===== config.mk =====
export PLATFORM = sky130hd
export DESIGN_NAME = branch_predictor
export DESIGN_NICKNAME = d
export VERILOG_FILES = /design/src/rtl/bp_pkg.sv /design/src/rtl/sat_counter.sv /design/src/rtl/branch_predictor.sv
export SDC_FILE = /design/constraint.sdc
export NUM_CORES = 2
export LEC_CHECK = 0
export BUFFER_PORTS_ARGS = -buffer_cell sky130_fd_sc_hd__buf_4
export CORE_ASPECT_RATIO = 1.1
export CORE_UTILIZATION = 48
export CTS_BUF_LIST = sky130_fd_sc_hd__clkbuf_4 sky130_fd_sc_hd__clkbuf_8
export DETAILED_ROUTE_END_ITERATION = 10
export PLACE_DENSITY_LB_ADDON = 0.2
export SLEW_MARGIN = 20
export SYNTH_ARGS = -nofsm -noshare
export SYNTH_HDL_FRONTEND = slang
export SYNTH_SLANG_ARGS = --single-unit
export TNS_END_PERCENT = 100

===== constraint.sdc =====
create_clock -name clk -period 11.5 [get_ports clk]
set_clock_uncertainty 0.05 [all_clocks]
set_input_delay 1.15 -clock clk [delete_from_list [all_inputs] [get_ports clk]]
set_output_delay 1.15 -clock clk [all_outputs]
set_load 0.03 [all_outputs]

===== src/rtl/bp_pkg.sv =====
// rtl/bp_pkg.sv - shared constants and width helpers for the branch predictor
package bp_pkg;

  localparam int PC_INC = 4;

  function automatic int idx_w(input int entries);
    return $clog2(entries);
  endfunction

  function automatic int tag_w(input int data_w, input int entries);
    return data_w - $clog2(entries) - 2;
  endfunction

  // Counter value a freshly allocated entry starts at: MSB set, rest clear.
  function automatic int weak_taken_init(input int ctr_w);
    return 1 << (ctr_w - 1);
  endfunction

endpackage


===== src/rtl/sat_counter.sv =====
// rtl/sat_counter.sv - W-bit up/down saturating counter with sync clear and load
module sat_counter #(
  parameter int W = 2
) (
  input  logic         clk,
  input  logic         arst_n,
  input  logic         clr,
  input  logic         load,
  input  logic [W-1:0] load_val,
  input  logic         inc,
  input  logic         dec,
  output logic [W-1:0] q
);

  localparam logic [W-1:0] MAX = '1;

  always_ff @(posedge clk or negedge arst_n) begin
    if (!arst_n) begin
      q <= '0;
    end else if (clr) begin
      q <= '0;
    end else if (load) begin
      q <= load_val;
    end else if (inc && !dec && q != MAX) begin
      q <= q + W'(1);
    end else if (dec && !inc && q != '0) begin
      q <= q - W'(1);
    end
  end

endmodule


===== src/rtl/branch_predictor.sv =====
// rtl/branch_predictor.sv - flop-based BTB with per-entry direction counters,
// mispredict detection and branch/mispredict statistics
module branch_predictor
  import bp_pkg::*;
#(
  parameter int DATA_W  = 64,
  parameter int ENTRIES = 16,
  parameter int CTR_W   = 2,
  parameter int CNT_W   = 32
) (
  input  logic              clk,
  input  logic              arst_n,
  input  logic              enable,
  input  logic              clear,
  input  logic [DATA_W-1:0] lookup_pc,
  output logic              hit,
  output logic              pred_taken,
  output logic [DATA_W-1:0] pred_next_pc,
  input  logic              upd_valid,
  input  logic [DATA_W-1:0] upd_pc,
  input  logic              upd_taken,
  input  logic [DATA_W-1:0] upd_target,
  input  logic              upd_pred_taken,
  input  logic [DATA_W-1:0] upd_pred_target,
  output logic              mispredict,
  output logic [DATA_W-1:0] redirect_pc,
  output logic [CNT_W-1:0]  branch_cnt,
  output logic [CNT_W-1:0]  mispredict_cnt
);

  localparam int IDX_W = idx_w(ENTRIES);
  localparam int TAG_W = tag_w(DATA_W, ENTRIES);
  localparam logic [CTR_W-1:0] CTR_INIT = CTR_W'(weak_taken_init(CTR_W));
  localparam logic [DATA_W-1:0] INC = DATA_W'(PC_INC);

  logic [ENTRIES-1:0] valid_q;
  logic [TAG_W-1:0]   tag_q    [ENTRIES];
  logic [DATA_W-1:0]  target_q [ENTRIES];
  logic [CTR_W-1:0]   ctr_q    [ENTRIES];

  logic [IDX_W-1:0] l_idx, u_idx;
  logic [TAG_W-1:0] l_tag, u_tag;
  logic             u_hit;
  logic             accept;
  logic             clr_all;

  assign l_idx = lookup_pc[IDX_W+1:2];
  assign l_tag = lookup_pc[DATA_W-1:IDX_W+2];
  assign u_idx = upd_pc[IDX_W+1:2];
  assign u_tag = upd_pc[DATA_W-1:IDX_W+2];

  // Lookup reads the pre-edge table; an update in the same cycle is not bypassed.
  assign hit          = valid_q[l_idx] && (tag_q[l_idx] == l_tag);
  assign pred_taken   = hit && ctr_q[l_idx][CTR_W-1];
  assign pred_next_pc = pred_taken ? target_q[l_idx] : lookup_pc + INC;

  assign mispredict  = upd_valid &&
                       ((upd_taken != upd_pred_taken) ||
                        (upd_taken && (upd_target != upd_pred_target)));
  assign redirect_pc = upd_taken ? upd_target : upd_pc + INC;

  assign u_hit   = valid_q[u_idx] && (tag_q[u_idx] == u_tag);
  assign clr_all = enable && clear;
  assign accept  = enable && upd_valid && !clear;

  always_ff @(posedge clk or negedge arst_n) begin
    if (!arst_n) begin
      valid_q <= '0;
      for (int i = 0; i < ENTRIES; i++) begin
        tag_q[i]    <= '0;
        target_q[i] <= '0;
      end
    end else if (clr_all) begin
      valid_q <= '0;
    end else if (accept && upd_taken) begin
      // Taken either refreshes the target on a hit or (re)allocates on a miss.
      target_q[u_idx] <= upd_target;
      if (!u_hit) begin
        valid_q[u_idx] <= 1'b1;
        tag_q[u_idx]   <= u_tag;
      end
    end
  end

  for (genvar i = 0; i < ENTRIES; i++) begin : g_entry
    logic sel;
    assign sel = (u_idx == IDX_W'(i));

    sat_counter #(.W(CTR_W)) u_dir (
      .clk      (clk),
      .arst_n   (arst_n),
      .clr      (1'b0),
      .load     (accept && sel && !u_hit && upd_taken),
      .load_val (CTR_INIT),
      .inc      (accept && sel && u_hit && upd_taken),
      .dec      (accept && sel && u_hit && !upd_taken),
      .q        (ctr_q[i])
    );
  end

  sat_counter #(.W(CNT_W)) u_branch_cnt (
    .clk      (clk),
    .arst_n   (arst_n),
    .clr      (clr_all),
    .load     (1'b0),
    .load_val ('0),
    .inc      (accept),
    .dec      (1'b0),
    .q        (branch_cnt)
  );

  sat_counter #(.W(CNT_W)) u_mispredict_cnt (
    .clk      (clk),
    .arst_n   (arst_n),
    .clr      (clr_all),
    .load     (1'b0),
    .load_val ('0),
    .inc      (accept && mispredict),
    .dec      (1'b0),
    .q        (mispredict_cnt)
  );

endmodule


==> results.tsv <==
metric	value	unit
status	completed	
synth warn	0	
MaxCap Viol Count	0	
adder-cell share of the synthesized area	0.0810	%
DRT iter0 DRCs	6542	
Mapped Avg Cell Area	14.5	um2
die area	227000	um2
Routed met2 length	169000	um
largest net degree at the start of global routing	195	
post-synthesis register bit count	2064	
clock tree sinks	2064	
Final setup viols	0	
CTS max path bufs	4	
Root Buffer	clkbuf_8	
Worst-Skew Late Latency	1100	ps
highest clock rate	118	MHz
post-synthesis mux area share	39.9	%
post-synth cell types	77	
async set-reset flop share out of synthesis	100	%
VDD IR max	0.000114	V
Crit Path Max Fanout	65	
max_slew headroom	20.4	%
xor/xnor share of the synthesized area	2.71	%
Synth area leader	dfrtp_1	
placed cell areas	113000	um2
crit path time final	8470	ps
Hold Violations, Final	0	
combinational family with the most area after synthesis	multiplexers	
met3 routed WL	26900	um
Resize count post-CTS	0	
Final ANT Viol Nets	0	
I/O pins	458	
Detailed Place HPWL	230000	um
Hold WC Path Type	in2reg	
WP data arrival	7270	ps
TritonCTS clock tree	built	
power per cell area	147	nW/um2
Final Instance Area	121000	um2
Reg clk slew, reported paths	60	ps
max layer used	met5	
Max Slew Vio Count	0	
initial antenna violation count	39	
cells after synthesis	7464	
CTS H-tree depth	5	
Mapped Nets	7734	
global placer's final weighted congestion	0.937	
total gr overflow	0	
register area share after synthesis	47.7	%
WL/cell	33.3	um
All-Layer GR Usage	32.1	%
final wirelength	363000	um
area fraction of the dominant cell type after synthesis	47.7	%
TritonCTS buffer count	356	
Final Power	0.0178	W
crit end category	output pin	
ys flop type	dfrtp_1	
Core Area	224000	um2
vias per cell	6.44	
Synth Area in Simple Gates	3.46	%
DRT met1 WL	144000	um
synth top area cells	dfrtp_1 (48%), mux2_2 (20%), mux4_2 (16%)	
EDFF count, synth	0	
final core utilization	54.1	%
# DRC	0	
chip height	500	um
Mapped Area	108000	um2
post-synthesis compound-gate area fraction	2.59	%
critical path class	in2out	
Max stage delay cell, worst path	and2_4	
Min Hold Slack	386	ps
layout cells sized above 1	50.6	%
Slew @ Worst Pin	1190	ps
total negative slack	0	ps
Worst Path Required	10300	ps
# nets final	7946	
number of port buffers	457	
RSZ-0062 raised after global routing	no	
crit-path cells	buf_8 -> buf_12 -> buf_4 -> mux4_2 -> mux2i_1 -> mux2i_1 -> xor2_1 -> a2111oi_1 -> nand4_1 -> nor4_1 -> and2_4 -> mux2_2 -> buf_4	
CP Launch Type	input pin	
synth-to-layout area growth	11.9	%
Pleak	56.0	nW
DRT Pass-1 Iters	6	
Vias	70266	
DIE WIDTH	455	um
row count	182	
vias in the first global route	72231	
starting density of the core	48.3	%
fin crit share	73.7	%
slowest stage delay, CP	1050	ps
first-pass GRT wire length	525000	um
==> Yosys cell counts, types with 80 or more instances <==
library cell and n:
clkbuf_1 471, dfrtp_1 2064, mux4_2 785, nor2_1 144, mux2_1 80, mux2_2 1943, o21ai_0 147, buf_2 112
mux2i_1 273, xor2_1 143, nand2_1 195, xnor2_1 192, nand3_1 103, nand4_1 84
==> registers in the layout, indices dropped and copies added, names as in the netlist <==
| signal | cells |
|---|---|
| g_entry.u_dir.q | 32 |
| tag_q | 928 |
| target_q | 1024 |
| u_branch_cnt.q | 32 |
| u_mispredict_cnt.q | 32 |
| valid_q | 16 |
==> final cells by class <==
type                       instances  area [um2]
antenna                           27        67.6
clock buffer                     579        7240
timing repair buffer             611        4940
inverter                          66         249
tap                             2944        3680
clock inverter                    39         303
sequential                      2064       51600
fill                           18521      103000
multi-input combinational       4577       52900
==> placed cells by master (no fill, tap or decap), types with 24 or more instances in the layout <==
| master | count |
|---|---|
| mux2i_1 | 273 |
| nor3_1 | 43 |
| o21ai_0 | 147 |
| xor2_1 | 142 |
| mux2_1 | 80 |
| nor4_1 | 59 |
| nand2_1 | 195 |
| nor2b_1 | 26 |
| buf_4 | 580 |
| inv_1 | 63 |
| nand3_1 | 103 |
| nand4_1 | 84 |
| mux4_2 | 785 |
| mux2_2 | 1943 |
| dfrtp_1 | 2064 |
| o31ai_1 | 25 |
| diode_2 | 27 |
| o211ai_1 | 24 |
| a21oi_1 | 43 |
| a22oi_1 | 37 |
| clkbuf_8 | 462 |
| and3_1 | 24 |
| nor2_1 | 132 |
| clkbuf_4 | 117 |
| xnor2_1 | 191 |
| clkinv_2 | 33 |
==> worst paths after layout <==
check,start,endpoint,slack [ps],depth (start not counted)
worst max-delay path,lookup_pc[2],pred_next_pc[3],3030,13
worst min-delay path,upd_target[38],target_q[38],390,2
worst max register to register,tag_q[288],tag_q[524],5560,11
worst min register to register,target_q[1023],target_q[1023],430,2
max in group asynchronous,arst_n,target_q[471],7780,6
min in group asynchronous,arst_n,tag_q[832],670,2
==> worst max-delay path: cells and delay by family <==
family / cells / cell delay, ps
compound gates: 1 / 700
xor+xnor: 1 / 210
buf+inv: 4 / 1670
mux: 4 / 1280
simple gates: 3 / 1870
==> where the power goes <==
group          leakage, nW  switching [W]  internal (W)
Combinational         23.9        0.00132       0.00117
Clock                 4.04        0.00307       0.00404
Sequential            28.0       0.000355       0.00783
==> metrics by stage <==
step | instances | worst slack [ps]
after CTS | 10879 | 3150
after global placement | 10260 | 3100
after floorplan | 7464 | 4490
final | 10907 | 3030
after detailed placement | 10260 | 3160
after global routing | 10893 | 2830
==> routing by layer <==
metal / track usage [%] / vias up
li1: - / 28455
met5: 0 / -
met2: 49.2 / 2907
met4: 18.3 / 14
met1: 42.3 / 38090
met3: 6.80 / 800
==> kinds of logic (layout without fill, tap and decap cells) <==
group                      after synthesis  in the layout
AOI/OAI and AO/OA                      404            404
xor gates and xnor gates               335            335
adders and majority gates                7              7
buffers and inverters                  823           1295
DFF                                   2064           2064
muxes                                 3081           3081
other                                    0             27
and+or+nand+nor                        750            750
==> timing repair <==
item / 4_1_cts / 5_1_grt
hold buffers: 1 / 0
setup endpoints to repair: 0 / 0
setup buffers: 0 / 0
hold endpoints to repair: 105 / 0
No activity file was read; power rests on OpenSTA's default activity.
